$ cat src/rtl/oam_dma_ctrl_if.sv
// Byte-wide memory bus: the master drives the request, the slave returns read data and stall.
interface oam_dma_ctrl_if;
  logic [15:0] addr;
  logic [7:0]  wdata;
  logic        we;
  logic        re;
  logic [7:0]  rdata;
  logic        stall;

  modport master (output addr, wdata, we, re, input rdata);
  modport slave  (input addr, wdata, we, re, output rdata, stall);
endinterface

$ cat src/rtl/oam_dma_ctrl.sv
// Bus owner between CPU and memory: passes CPU accesses through when idle and runs
// the OAM DMA page copy triggered by a write to the DMA source-page register.
//
// state | meaning
// IDLE  | CPU owns the bus (pass-through)
// DELAY | start-up gap after a register write, bus idle
// READ  | DMA reads source byte {src_hi,00}+idx
// WRITE | DMA writes that byte to DST_BASE+idx
module oam_dma_ctrl #(
  parameter logic [15:0] DMA_REG_ADDR = 16'hFF46,
  parameter logic [15:0] DST_BASE     = 16'hFE00,
  parameter int          LENGTH       = 160,
  parameter int          START_DELAY  = 1
) (
  input  logic           clock,
  input  logic           reset,
  oam_dma_ctrl_if.slave  cpu,
  oam_dma_ctrl_if.master mem,
  output logic           dma_active,
  output logic           dma_done
);

  localparam int         DCW        = 16;
  localparam logic [7:0] LAST_IDX   = 8'(LENGTH - 1);
  localparam logic [DCW-1:0] DELAY_LOAD = DCW'(START_DELAY - 1);

  typedef enum logic [1:0] {IDLE, DELAY, READ, WRITE} state_t;

  state_t         state_q, state_d;
  logic [7:0]     idx_q, idx_d;
  logic [DCW-1:0] dcnt_q, dcnt_d;
  logic [7:0]     src_hi_q, src_hi_d;
  logic           rd_reg_q;
  logic           done_q, done_d;

  logic        is_reg, reg_wr, reg_rd;
  logic [15:0] bus_addr;
  logic [7:0]  bus_wdata;
  logic        bus_we, bus_re;

  assign is_reg = (cpu.addr == DMA_REG_ADDR);
  assign reg_wr = cpu.we & is_reg;
  assign reg_rd = cpu.re & is_reg;

  always_ff @(posedge clock) begin
    if (!reset) begin
      state_q  <= IDLE;
      idx_q    <= 8'h00;
      dcnt_q   <= '0;
      src_hi_q <= 8'h00;
      rd_reg_q <= 1'b0;
      done_q   <= 1'b0;
    end else begin
      state_q  <= state_d;
      idx_q    <= idx_d;
      dcnt_q   <= dcnt_d;
      src_hi_q <= src_hi_d;
      rd_reg_q <= reg_rd;
      done_q   <= done_d;
    end
  end

  always_comb begin
    state_d  = state_q;
    idx_d    = idx_q;
    dcnt_d   = dcnt_q;
    src_hi_d = src_hi_q;
    done_d   = 1'b0;
    case (state_q)
      IDLE: ;
      DELAY: begin
        if (dcnt_q == '0) state_d = READ;
        else              dcnt_d  = dcnt_q - 1'b1;
      end
      READ: state_d = WRITE;
      WRITE: begin
        if (idx_q == LAST_IDX) begin
          state_d = IDLE;
          done_d  = 1'b1;
        end else begin
          idx_d   = idx_q + 8'd1;
          state_d = READ;
        end
      end
      default: state_d = IDLE;
    endcase
    // A register write restarts the copy from any state and suppresses a pending done.
    if (reg_wr) begin
      src_hi_d = cpu.wdata;
      idx_d    = 8'h00;
      dcnt_d   = DELAY_LOAD;
      state_d  = DELAY;
      done_d   = 1'b0;
    end
  end

  always_comb begin
    bus_addr  = 16'h0000;
    bus_wdata = 8'h00;
    bus_we    = 1'b0;
    bus_re    = 1'b0;
    case (state_q)
      IDLE: begin
        bus_addr  = cpu.addr;
        bus_wdata = cpu.wdata;
        bus_we    = cpu.we & ~is_reg;
        bus_re    = cpu.re & ~is_reg;
      end
      READ: begin
        bus_addr = {src_hi_q, 8'h00} + {8'h00, idx_q};
        bus_re   = 1'b1;
      end
      WRITE: begin
        bus_addr  = DST_BASE + {8'h00, idx_q};
        bus_wdata = mem.rdata;
        bus_we    = 1'b1;
      end
      default: ;
    endcase
    // Strobes are held off while reset is asserted so an aborted copy touches nothing.
    if (!reset) begin
      bus_we = 1'b0;
      bus_re = 1'b0;
    end
  end

  assign mem.addr  = bus_addr;
  assign mem.wdata = bus_wdata;
  assign mem.we    = bus_we;
  assign mem.re    = bus_re;

  assign dma_active = (state_q != IDLE);
  assign dma_done   = done_q;
  assign cpu.stall  = reset & dma_active & (cpu.we | cpu.re) & ~is_reg;
  assign cpu.rdata  = rd_reg_q ? src_hi_q : mem.rdata;

endmodule

$ cat src/flat_wrapper.sv
// flat-port wrapper written by rule: the top's interface ports become plain ports
module oam_dma_ctrl_flat 
#(
  parameter logic [15:0] DMA_REG_ADDR = 16'hFF46,
  parameter logic [15:0] DST_BASE     = 16'hFE00,
  parameter int          LENGTH       = 160,
  parameter int          START_DELAY  = 1
)
  (clock, reset, dma_active, dma_done, cpu_addr, cpu_wdata, cpu_we, cpu_re, cpu_rdata, cpu_stall, mem_addr, mem_wdata, mem_we, mem_re, mem_rdata);
  oam_dma_ctrl_if cpu_i ();
  oam_dma_ctrl_if mem_i ();
  input  logic clock;
  input  logic reset;
  output logic dma_active;
  output logic dma_done;
  input wire logic [$bits(cpu_i.addr)-1:0] cpu_addr;
  input wire logic [$bits(cpu_i.wdata)-1:0] cpu_wdata;
  input wire logic [$bits(cpu_i.we)-1:0] cpu_we;
  input wire logic [$bits(cpu_i.re)-1:0] cpu_re;
  output wire logic [$bits(cpu_i.rdata)-1:0] cpu_rdata;
  output wire logic [$bits(cpu_i.stall)-1:0] cpu_stall;
  output wire logic [$bits(mem_i.addr)-1:0] mem_addr;
  output wire logic [$bits(mem_i.wdata)-1:0] mem_wdata;
  output wire logic [$bits(mem_i.we)-1:0] mem_we;
  output wire logic [$bits(mem_i.re)-1:0] mem_re;
  input wire logic [$bits(mem_i.rdata)-1:0] mem_rdata;
  assign cpu_i.addr = cpu_addr;
  assign cpu_i.wdata = cpu_wdata;
  assign cpu_i.we = cpu_we;
  assign cpu_i.re = cpu_re;
  assign cpu_rdata = cpu_i.rdata;
  assign cpu_stall = cpu_i.stall;
  assign mem_addr = mem_i.addr;
  assign mem_wdata = mem_i.wdata;
  assign mem_we = mem_i.we;
  assign mem_re = mem_i.re;
  assign mem_i.rdata = mem_rdata;
  oam_dma_ctrl #(.DMA_REG_ADDR(DMA_REG_ADDR), .DST_BASE(DST_BASE), .LENGTH(LENGTH), .START_DELAY(START_DELAY)) u_core (.clock(clock), .reset(reset), .cpu(cpu_i), .mem(mem_i), .dma_active(dma_active), .dma_done(dma_done));
endmodule
$ cat config.mk
export PLATFORM = sky130hd
export DESIGN_NAME = oam_dma_ctrl_flat
export DESIGN_NICKNAME = d
export VERILOG_FILES = /design/src/rtl/oam_dma_ctrl_if.sv /design/src/rtl/oam_dma_ctrl.sv /design/src/flat_wrapper.sv
export SDC_FILE = /design/constraint.sdc
export NUM_CORES = 1
export LEC_CHECK = 0
export ABC_AREA = 1
export CELL_PAD_IN_SITES_DETAIL_PLACEMENT = 0
export CELL_PAD_IN_SITES_GLOBAL_PLACEMENT = 1
export CORE_MARGIN = 2
export CORE_UTILIZATION = 35
export DETAILED_ROUTE_END_ITERATION = 12
export PLACE_DENSITY_LB_ADDON = 0.1
export SLEW_MARGIN = 30
export SYNTH_ARGS = -nofsm -noshare
export SYNTH_HDL_FRONTEND = slang
export SYNTH_SLANG_ARGS = --single-unit
$ cat constraint.sdc
create_clock -name clock -period 4.7 [get_ports clock]
set_clock_uncertainty 0.1 [all_clocks]
set_input_delay 0.47 -clock clock [delete_from_list [all_inputs] [get_ports clock]]
set_output_delay 0.47 -clock clock [all_outputs]
set_load 0.005 [all_outputs]
==> Word level (Yosys, flattened, before mapping) <==
Index checks and enable logic that the tools add are counted.
{ "word_totals": {"register_bits": 36, "inputBits": 36, "output_inout_bits": 37, "elab_cells": 54} }
{ "classes": {"add_sub_neg": 4, "eq_ne": 7, "mux": 12, "bitwise_logic": 13, "n_reduce_logical": 11} }
{ "ops": {"columns": ["cell", "count"], "rows": [
  ["16-bit case mux with 3 select lines", 1],
  ["16-bit by 8-bit adder with 16-bit output", 1],
  ["16-bit == test (second input constant)", 1],
  ["16-bit logical NOT", 1],
  ["8-bit case mux with 2 select lines", 1],
  ["16-bit by 1-bit subtractor with 16-bit output (second input constant)", 1],
  ["10-bit by 9-bit adder with 11-bit output (first input constant)", 1],
  ["8-bit by 1-bit adder with 8-bit output (second input constant)", 1],
  ["8-bit == test (second input constant)", 1],
  ["8-bit two-way mux", 1],
  ["2-bit AND reduction", 4],
  ["1-bit bitwise AND", 7],
  ["2-bit case mux with 3 select lines", 1],
  ["1-bit NOT", 5],
  ["2-bit == test (second input constant)", 2],
  ["1-bit two-way mux", 4],
  ["2-bit two-way mux", 2],
  ["1-bit case mux with 2 select lines", 2],
  ["4-bit nonzero test", 1],
  ["3-bit by 1-bit inequality test with 1-bit output (second input constant)", 1],
  ["3-bit nonzero test", 1],
  ["3-bit OR reduction", 1],
  ["2-bit by 1-bit == test with 1-bit output (second input constant)", 1],
  ["2-bit logical NOT", 1],
  ["other kinds (4)", 4]
]} }

==> Depth between registers and ports, before layout <==
Gate-level depths: netlist of run 1.
{ "depth": {"word_depth": 5, "depth_mapped": 11, "depth_no_buf": 10} }

==> Worst setup path after synthesis of run 1 <==
No wires, ideal clock.
{ "synth_path": {"kind": "register to output", "startpoint": "register u_core.state_q[1]", "endpoint": "output mem_addr[0]", "arrival_ps": 1222, "required_ps": 4130, "setup_slack_ps": 2908, "path_stages_with_launch": 7, "path_buffers": 1, "cell_sequence": "dfxtp_1 -> inv_1 -> ha_1 -> inv_1 -> clkbuf_1 -> nand2_1 -> inv_1"} }
{ "synth_via": {"elab_chain_len": 2, "word_cells_on_any_way": 4, "classes_between": "eq/ne (2); mux (1); reduce/logical (1)"} }
{ "synth_rtl": {"columns": ["item", "line", "source"], "rows": [
  ["from (decl)", "oam_dma_ctrl.sv:29", "state_t state_q, state_d;"],
  ["from (signal assigned)", "oam_dma_ctrl.sv:54", "state_q <= state_d;"],
  ["2-bit == test or 2-bit logical NOT (tied branches)", "oam_dma_ctrl.sv:102", "case (state_q)"],
  ["16-bit case mux with 3 select lines *", "oam_dma_ctrl.sv:102", null],
  ["to (decl)", "flat_wrapper.sv:22", "output wire logic [$bits(mem_i.addr)-1:0] mem_addr;"]
]} }
Mark *: on every way between the ends. The rest lies on a longest branch, timed or not.

==> Final worst setup path of run 1 <==
{ "layout_path": {"startpoint": "register u_core.state_q[0]", "endpoint": "output mem_addr[3]"} }
The elaborated chain is that of the path after synthesis.

==> results of run 1 <==
[cell families after synthesis]
group,after synthesis,share of synthesized area [%]
compound gates,71,14.7
xor+xnor,4,1.37
fa+ha+maj,8,3.92
buf+inv,75,12.8
flops,36,28.2
simple gates,235,38.9
[where the power goes]
| group | switching, mW | internal (mW) |
|---|---|---|
| combinational | 0.141 | 0.171 |
| clock | 0.127 | 0.157 |
| sequential | 0.00334 | 0.308 |
[synthesized netlist by cell type (all sizes together)]
library cell  count  area share, %
a21oi            45            8.8
a221o             2           0.78
and2              2           0.49
buf              11            3.4
clkbuf            5           0.74
clkinv            1           0.15
dfxtp            36             28
ha                8            3.9
inv              58            8.5
nand2           133             20
nand3            12            2.6
nand3b            3           0.88
nand4            11            2.7
nor2             66             10
nor3              5           0.98
nor3b             1           0.29
nor4              1           0.25
o21ai            18            3.5
o21bai            1           0.29
o22ai             5            1.2
or2               1           0.25
xor2              4            1.4
[registers in the layout, indices dropped and copies added (netlist names)]
name,cells
u_core.src_hi_q,8
u_core.dma_done,1
u_core.dcnt_q,16
u_core.idx_q,8
u_core.rd_reg_q,1
u_core.state_q,2
[final timing paths]
path              cells after the start  slack, ps                to              start
setup / recovery                      7       1370       mem_addr[3]  u_core.state_q[0]
hold / removal                        2        390  u_core.dcnt_q[1]   u_core.dcnt_q[1]
setup reg to reg                      6       2550   u_core.idx_q[4]  u_core.state_q[1]
hold reg to reg                       2        390  u_core.dcnt_q[1]   u_core.dcnt_q[1]
[final cells by class]
type	instances	area, um^2	share of cell area, %
clock inverter	3	42.5	1.25
timing repair buffer	72	721	21.2
clock buffer	5	68.8	2.02
multi-input combinational	318	1500	44.2
tap	99	124	3.64
sequential	36	721	21.2
inverter	59	221	6.51
[per-layer routing]
metal	GRT usage (%)	vias up
met3	4.80	2
met4	5.83	0
met5	0	-
li1	-	1475
met2	29.6	66
met1	25.3	1193
[tightest hold or removal path, delay by kind of cell (launching register included)]
family,cells,cell delay (ps)
AO/OA/AOI/OAI,1,50
flip-flops,1,330
AND/OR/NAND/NOR,1,60
[per-stage QoR]
stage          hold slack (ps)  total power [mW]  worst slack [ps]  std cells
3_3_place_gp               371             0.634              1690        584
3_5_place_dp               374             0.630              1640        584
4_1_cts                    387             0.919              1320        592
6_report                   386             0.906              1370        592
2_1_floorplan              354             0.451              2910        429
5_1_grt                    420             0.966              1060        592
==> results.json, run 1 <==
{
  "crit_arrival_ps": 2760,
  "path_clk_slew_ps": 80,
  "gp_congestion": 0.812,
  "drive_gt1_share_pct": 4.06,
  "path_cells": "inv_1 > ha_1 > clkinv_1 > o22ai_1 > nand2_1 > inv_1 > clkdlybuf4s50_1",
  "track_usage_pct": 18.8,
  "synth_seq_area_share_pct": 28.2,
  "wl_met2_um": 3240,
  "rsz0062_at_grt": "false",
  "avgSynthCellArea_um2": 5.95,
  "synth.distinct_cells": 33,
  "p_leak_nw": 1.53,
  "grt_pass1_vias": 2535,
  "root_buffer": "clkbuf_8",
  "netlist_area_um2": 2550,
  "syn_nets": 473,
  "die_h_um": 89.4,
  "grt_pass1_wl_um": 11700,
  "dp_hpwl_um": 5340,
  "syn_inst": 429,
  "critPathMostFrequentCell": "inv_1",
  "critPathRequiredTime_ps": 4130,
  "hp-class": "flip-flop to flip-flop",
  "wl_met3_um": 368,
  "firstDrtPassIters": 4,
  "post-cts-setup-buffers": 0,
  "post-route-util_pct": 47.7,
  "io_buffers": 72,
  "nets": 536,
  "critPathBufInv": 4,
  "finalCritPeriodShare_pct": 70.9,
  "insertedDiodeCount": 0,
  "clk_latency_ps": 290,
  "cp-start-kind": "flip-flop",
  "timing.setup.tns_ps": 0,
  "outcome": "finished, final reports clean",
  "critical_path.endpoint_type": "output pin",
  "drv_slew": 0,
  "crit_type": "flip-flop to output pin",
  "powerDensity_nw_per_um2": 267,
  "place_area_um2": 3290,
  "cts_max_path_buffers": 2,
  "yosysWarnings": 0,
  "cts_buffers": 5,
  "drt_iter0_markers": 98,
  "most-common-layout-cells": "nand2_1 (130), clkdlybuf4s50_1 (72), nor2_1 (60), inv_1 (57), a21oi_1 (45)",
  "start_util_pct": 35.7,
  "drc": 0,
  "die-width_um": 89.4,
  "cp_slowest_cell": "ha_1",
  "hold_buffers": 0,
  "cp_slowest_stage_delay_ps": 700,
  "final_area_um2": 3400,
  "grt_max_degree": 25,
  "path_max_fanout": 23,
  "overflow": 0,
  "core_um2": 7140,
  "routedWlPerCell_um": 12.2,
  "final_antenna_net_count": 0,
  "topRoutingLayerUsed": "met4",
  "ir_worst_vdd_mv": 0.125,
  "nFillCells": 742,
  "min_period_ps": 3330,
  "max-slew-margin-rel_pct": 40.0,
  "setup_viol": 0,
  "critPathTopFamily": "buffers and inverters",
  "cts_tree": "done",
  "rows": 31,
  "routed_wl_um": 7230,
  "hold_viol": 0,
  "ioPinCount": 73,
  "final_common_cell": "nand2_1",
  "area_delta_synth_final_pct": 33.3,
  "drt-met1-wl_um": 3580,
  "dieArea_um2": 7990,
  "fmax_ghz": 0.300,
  "drv_cap": 0,
  "via_count": 2736,
  "worstMarginPinSlew_ps": 898,
  "htreeDepth": 2,
  "yosys_register_bits": 36,
  "routed_via_density": 4.62,
  "clock_sinks": 36,
  "cts_resized": 0,
  "grt_antenna_before_repair": 0
}
(Power assumes the default switching activity.)
==> inputs of run 2 (changes only) <==
- CORE_UTILIZATION: 35 -> 32
- clock period: 4.7 -> 3.42 ns (I/O delays scaled with it)
==> run 2 against run 1 <==
Net effect:
- clock power increased by 17%
- worst setup slack got worse by 690 ps
- register-to-register slack lost 1100 ps
- clock-buffer cell count grew 2
- utilization decreased by 3.4 points
- final cell count up 1.0%
- via count grew 1.1%
- sequential power up 38%
- highest routed layer unchanged
==> results.json, run 2 (synthesis results as in run 1) <==
{
  "outcome": "finished, final reports clean",
  "cts_tree": "done",
  "most-common-layout-cells": "nand2_1 (130), clkdlybuf4s50_1 (72), nor2_1 (60), inv_1 (57), a21oi_1 (45)",
  "firstDrtPassIters": 4,
  "setup_viol": 0,
  "finalCritPeriodShare_pct": 80.1,
  "register_area_um2": 721,
  "nets": 540,
  "min_period_ps": 2740,
  "powerDensity_nw_per_um2": 351,
  "crit_arrival_ps": 2300,
  "multi_input_area_um2": 1500,
  "cts_buffers": 5,
  "final_area_um2": 3420,
  "timing.setup.tns_ps": 0,
  "htreeDepth": 2,
  "start_util_pct": 33.0,
  "critPathRequiredTime_ps": 2980,
  "worstMarginPinSlew_ps": 630,
  "place_inst": 591,
  "max-slew-margin-rel_pct": 57.9,
  "reg_top3": "u_core.dcnt_q x16, u_core.idx_q x8, u_core.src_hi_q x8",
  "root_buffer": "clkbuf_8",
  "dieArea_um2": 8700,
  "post-route-util_pct": 44.3,
  "drv_slew": 0,
  "dp_hpwl_um": 5790,
  "finalNonFillerCells": 598,
  "routed_via_density": 4.62,
  "final_antenna_net_count": 0,
  "hp-class": "flip-flop to flip-flop",
  "rows": 32,
  "drv_cap": 0,
  "grt_antenna_before_repair": 0,
  "hold_viol": 0,
  "grt_pass1_vias": 2603,
  "hold_buffers": 0,
  "p_leak_nw": 1.55,
  "fmax_ghz": 0.365,
  "via_count": 2765,
  "grt_pass1_wl_um": 12600,
  "overflow": 0,
  "p_total_mw": 1.20,
  "drc": 0,
  "core_um2": 7730,
  "post-cts-setup-buffers": 0,
  "place_area_um2": 3320,
  "rsz0062_at_grt": "false",
  "cts_max_path_buffers": 2,
  "routed_wl_um": 7590,
  "ioPinCount": 73,
  "path_max_fanout": 23,
  "critical_path.endpoint_type": "output pin",
  "gp_congestion": 0.784,
  "clk_latency_ps": 280,
  "clock_sinks": 36,
  "crit_type": "flip-flop to output pin",
  "grt_max_degree": 24,
  "die_h_um": 93.3,
  "io_buffers": 72,
  "nFillCells": 828,
  "track_usage_pct": 18.1,
  "largest_register_ffs": 16,
  "cp-start-kind": "flip-flop",
  "regMostFlops": "u_core.dcnt_q",
  "drt_iter0_markers": 71,
  "cts_resized": 0,
  "routedWlPerCell_um": 12.7,
  "drive_gt1_share_pct": 4.64,
  "area_delta_synth_final_pct": 34.0,
  "path_clk_slew_ps": 80,
  "ir_worst_vdd_mv": 0.153,
  "die-width_um": 93.3,
  "final_common_cell": "nand2_1",
  "insertedDiodeCount": 0
}
-- run 2: path summary, 6_finish.rpt --
check,start,end,slack (ps),depth (start not counted)
setup / recovery,u_core.state_q[0],mem_addr[5],680,8
hold / removal,u_core.dcnt_q[1],u_core.dcnt_q[1],380,2
setup reg to reg,u_core.state_q[0],u_core.state_q[0],1450,8
hold reg to reg,u_core.dcnt_q[1],u_core.dcnt_q[1],380,2
-- run 2: where the power goes --
part	internal [mW]	switching [mW]
registers	0.423	0.00484
logic	0.238	0.203
clock network	0.180	0.152
total	0.841	0.360
-- run 2: final cells by class --
class | count | share of cell area, %
multi-input combinational | 318 | 43.9
timing repair buffer | 76 | 22.0
sequential | 36 | 21.1
inverter | 59 | 6.48
tap | 102 | 3.73
clock buffer | 7 | 2.82
-- run 2: per-layer routing --
layer / track usage [%] / share of wire [%] / vias to the layer above
met5: 0 / 0 / -
li1: - / - / 1478
met4: 4.04 / 0.74 / 0
met2: 26.4 / 42 / 64
met1: 26.9 / 52 / 1219
met3: 4.35 / 5.4 / 4
-- run 2: worst max-delay path, cell delays in order, from the launching register on --
cell	delay (ps)
dfxtp_1	330
inv_1	120
ha_1	180
buf_4	260
clkinv_1	260
o22ai_1	220
nand2_1	70
inv_1	70
clkdlybuf4s50_1	510
-- run 2: stage by stage --
step | hold slack (ps) | setup slack (ps)
after detailed placement | 377 | 964
after global routing | 424 | 481
after global placement | 372 | 981
after floorplan | 354 | 1760
after CTS | 390 | 664
final | 384 | 680
==> RTL edit 1, RTL diff (flow settings as in run 2) <==
Set the localparam `DCW` to 17 (it was 16).
--- a/src/rtl/oam_dma_ctrl.sv
+++ b/src/rtl/oam_dma_ctrl.sv
@@ -20,7 +20,7 @@
   output logic           dma_done
 );
 
-  localparam int         DCW        = 16;
+  localparam int         DCW        = 17;
   localparam logic [7:0] LAST_IDX   = 8'(LENGTH - 1);
   localparam logic [DCW-1:0] DELAY_LOAD = DCW'(START_DELAY - 1);
 
Function: same outputs for any inputs over 10 cycles, from zero or initial values and one cycle with reset low; that may be too few to reach the edited logic, so the function may still have changed.
==> RTL edit 1 against run 2 <==
  * Synthesized area fell by 3.1%
  * Synthesized cell count fell by 12%
  * Design area shrank 1.8%
  * Sequential cell count increased by 1
  * Worst setup slack got worse by 0.064 ns
  * Wire length fell by 5.4%
  * Power rose by 1.3%
  * Non-clock buffer count decreased by 1
==> RTL edit 1: results (changes against run 2) <==
cts_resized: 0  # unchanged
place_area_sq_um: 3257  # -2.0%
met2_usage: 0.3002  # +0.03646
dp_hpwl_microns: 5474  # -5.4%
power.leakage_uw: 0.001473  # -4.9%
worstHoldEndpoint: "u_core.dcnt_q[16]$_SDFFE_PP0N_"
avgViaCountPerCell: 4.653  # +0.64%
cp.arrival_ns: 2.36  # +0.06 ns
yosysSeqAreaShare: 0.2996  # +0.01710
portBuffers: 72  # unchanged
synthFlopType: "dfxtp_1"
reg_top3: "u_core.dcnt_q: 17 flops, u_core.idx_q: 8 flops, u_core.src_hi_q: 8 flops"
wl_met3_microns: 350  # -14%
worst-path-max-fanout: 16  # -30%
yosys-top-cells-count: "100 x nand2_1, 55 x nor2_1, 45 x inv_1, 37 x dfxtp_1, 31 x a21oi_1"
grt_pass1_wl_microns: 12380  # -1.5%
min_path_cells: 2  # unchanged
max_stage_delay_ns: 0.52
wl_met1_microns: 3450  # -13%
synth_warnings: 0  # unchanged
tightest_slew_ns: 0.5353  # -0.09499 ns
grt_pass1_vias: 2583  # -0.77%
status: "complete, no violations"
wl_met2_microns: 3343  # +5.1%
cts-root-buf: "clkbuf_8"
cp_slowest_cell: "clkdlybuf4s50_1"
internal-power_uw: 862.8  # +2.6%
syn-num-nets: 423  # -11%
fin_cells: 548  # -8.4%
p_comb_uw: 443
numPlacedInstances: 540  # -8.6%
vdd_drop_max_uv: 174.7  # +14%
worstSetupPathType: "flip-flop to output pin"
htree_levels: 2  # unchanged
clk_pin_slew_ns: 0.07
met1_usage: 0.2402  # -0.02890
grt.total_usage: 0.1803  # -0.001059
yosysTopAreaCellShare: 0.2996  # +0.01710
async_flop_share: 0  # unchanged
met3_usage: 0.04026  # -0.003250
r2r_slack_ns: 1.42  # -0.03 ns
synth_cells: 379  # -12%
gp_congestion: 0.7730  # -1.4%
synthTopCellsByArea: "dfxtp_1 30%, nand2_1 15%, nor2_1 8.4%"
grt_max_degree: 28  # +17%
min-delay-start: "u_core.dcnt_q[16]$_SDFFE_PP0N_"
synthDistinctLibCells: 35  # +6.1%
final_nets: 489  # -9.4%
cts_buffers: 5  # unchanged
clockBufferDepth: 2  # unchanged
drt-initial-drc-count: 89  # +25%
wl_per_cell_microns: 13.11  # +3.3%
drive_gt1_frac: 0.06726  # +0.02089
-- RTL edit 1: cells by family after synthesis --
group / after synthesis / share of synthesized area
DFF: 37 / 0.2996
and+or+nand+nor: 189 / 0.3315
buffers and inverters: 63 / 0.1063
AOI/OAI and AO/OA: 62 / 0.1432
muxes: 8 / 0.03644
xor gates and xnor gates: 12 / 0.04251
adders and majority gates: 8 / 0.04049
-- RTL edit 1: worst max path at each step --
| stage | slack [ns] | end | cells past startpoint |
|---|---|---|---|
| floorplan | 1.65 | cpu_stall | 5 |
| global placement | 0.88 | mem_we | 5 |
| detailed placement | 0.86 | mem_we | 5 |
| CTS | 0.58 | mem_we | 8 |
| global route | 0.41 | mem_addr[1] | 7 |
| finish | 0.62 | mem_we | 8 |
-- RTL edit 1: stage by stage --
stage	util	setup slack [ns]	hold slack [ns]	power [uW]
after floorplan	-	1.647	0.3348	637.4
after detailed placement	0.4281	0.8555	0.3648	892.6
after global placement	0.4281	0.8795	0.3461	897.8
after CTS	0.4414	0.5810	0.3751	1237
after global routing	0.4414	0.4075	0.4084	1294
final	0.4414	0.6155	0.3675	1216
-- RTL edit 1: worst reg2reg max path, stage by stage (launching register included) --
cell,delay (ns)
dfxtp_1,0.36
inv_1,0.11
ha_1,0.37
nor2_1,0.48
nand2_1,0.17
nand3_2,0.11
nand2_1,0.05
nor2_1,0.11
nor2_1,0.04
-- RTL edit 1: final cells by class --
type                       instances  area [sq um]
clock buffer                       7         96.34
clock inverter                     1         5.005
fill                             807          4249
inverter                          47         176.4
multi-input combinational        279          1469
sequential                        37         740.7
tap                              102         127.6
timing repair buffer              75         743.2
==> RTL edit 2, RTL diff (config.mk and constraints of run 2) <==
Made on the original files. Reset style: asynchronous (`reset`), changed in one clocked block.
--- a/src/rtl/oam_dma_ctrl.sv
+++ b/src/rtl/oam_dma_ctrl.sv
@@ -42,7 +42,7 @@
   assign reg_wr = cpu.we & is_reg;
   assign reg_rd = cpu.re & is_reg;
 
-  always_ff @(posedge clock) begin
+  always_ff @(posedge clock or negedge reset) begin
     if (!reset) begin
       state_q  <= IDLE;
       idx_q    <= 8'h00;
Behaviour: differs if reset is asserted again (counterexample within 4 cycles, from zero or initial values and one cycle with reset low); with reset held inactive, the same outputs for 10 cycles.
==> RTL edit 2 against run 2 <==
  * Maximum frequency down 2.9%
  * Synthesized cell count unchanged
  * Wire length rose by 11%
  * Via count is 3.2% higher
  * Design area increased by 9.3%
  * Synthesized area up 11%
  * Sequential cell count unchanged
  * Register-to-register slack got worse by 0.03 ns
  * Non-clock buffer count is the same
  * Worst setup slack got worse by 0.081 ns
  * Largest cell class unchanged
  * Highest routed layer unchanged
Power is not compared: it rests on default switching activity, and its combinational part moved more than twofold at a synthesized area within 25%.
==> RTL edit 2: results (changes against run 2) <==
status: "complete, no violations"
grt_pass1_wl_microns: 14500  # +15%
final_nets: 542  # +0.37%
avgViaCountPerCell: 4.692  # +1.5%
drt-initial-drc-count: 115  # +62%
crit_start: "u_core.state_q[0]$_DFFE_PN0P_"
synthDistinctLibCells: 34  # +3.0%
grt_max_degree: 37  # +54%
tightest_slew_ns: 0.5001  # -0.1301 ns
synthTopCellsByArea: "dfrtp_1 32%, nand2_1 19%, inv_1 7.8%"
cp.arrival_ns: 2.38  # +0.08 ns
numPlacedInstances: 600  # +1.5%
rr_worst_depth: 7  # -1
wl_microns: 8421  # +11%
place_area_sq_um: 3643  # +9.6%
yosysSeqAreaShare: 0.3182  # +0.03567
rr_endpoint: "u_core.state_q[0]$_DFFE_PN0P_"
gp_congestion: 0.8210  # +4.7%
yosys-top-cells-count: "146 x nand2_1, 59 x inv_1, 51 x nor2_1, 36 x dfrtp_1, 21 x nand3_1"
synth_warnings: 0  # unchanged
hold_path_class: "primary input to async pin"
grt_pass1_vias: 2909  # +12%
whs_ns: 0.1063  # -0.2781 ns
async_flop_share: 1.000  # +1.000
worst-path-max-fanout: 13  # -43%
drive_gt1_frac: 0.09600  # +0.04963
syn-num-nets: 472  # -0.21%
r2r_start: "u_core.state_q[1]$_DFFE_PN0P_"
dp_hpwl_microns: 6354  # +9.8%
r2r_slack_ns: 1.42  # -0.03 ns
grt.total_usage: 0.1838  # +0.002403
synth_cells: 429  # unchanged
wl_per_cell_microns: 13.85  # +9.1%
dpl_worst_slack_ns: 0.8876  # -0.07659 ns
==> RTL edit 2: worst max path at each step <==
stage / end / slack, ns / cells past startpoint
5_1_grt: mem_addr[5] / 0.39 / 7
4_1_cts: mem_addr[6] / 0.55 / 7
6_report: mem_addr[6] / 0.60 / 7
2_1_floorplan: mem_we / 1.58 / 6
3_5_place_dp: mem_addr[6] / 0.89 / 7
3_3_place_gp: mem_we / 0.98 / 8
==> RTL edit 2: cell families (layout without fill, tap and decap cells) <==
family	after synthesis	after routing	synth area share
compound gates	38	38	0.08529
xor+xnor	5	5	0.01547
fa+ha+maj	7	7	0.03093
buf+inv	76	147	0.1087
flops	36	36	0.3182
mux	7	7	0.02784
simple gates	260	260	0.4136
==> RTL edit 2: worst max-delay path, cell delays in order (launching register included) <==
cell and delay, ns:
dfrtp_1 0.42, inv_1 0.12, ha_1 0.47, nor2_1 0.23, o21ai_0 0.19, nand2_1 0.07
inv_1 0.07, clkdlybuf4s50_1 0.50
==> RTL edit 2: cell type report <==
cell class	instances	area, sq um
sequential	36	900.9
clock inverter	2	10.01
fill	919	4900
inverter	63	239.0
clock buffer	6	82.58
timing repair buffer	76	745.7
multi-input combinational	317	1623
tap	108	135.1
==> RTL edit 2: layer usage <==
layer,vias to the layer above,track usage,routed length [microns]
li1,1488,-,-
met1,1302,0.2508,4033
met2,58,0.3024,3942
met3,5,0.03865,386
met4,0,0.03632,59
met5,-,0,0
==> RTL edit 2: power breakdown <==
| part | leakage (uW) | total [uW] | switching [uW] | internal [uW] |
|---|---|---|---|---|
| clock network | 0.0000510 | 331 | 170 | 161 |
| logic | 0.00134 | 160 | 75.4 | 84.7 |
| registers | 0.000445 | 473 | 28.8 | 444 |
| total | 0.00184 | 964 | 274 | 690 |
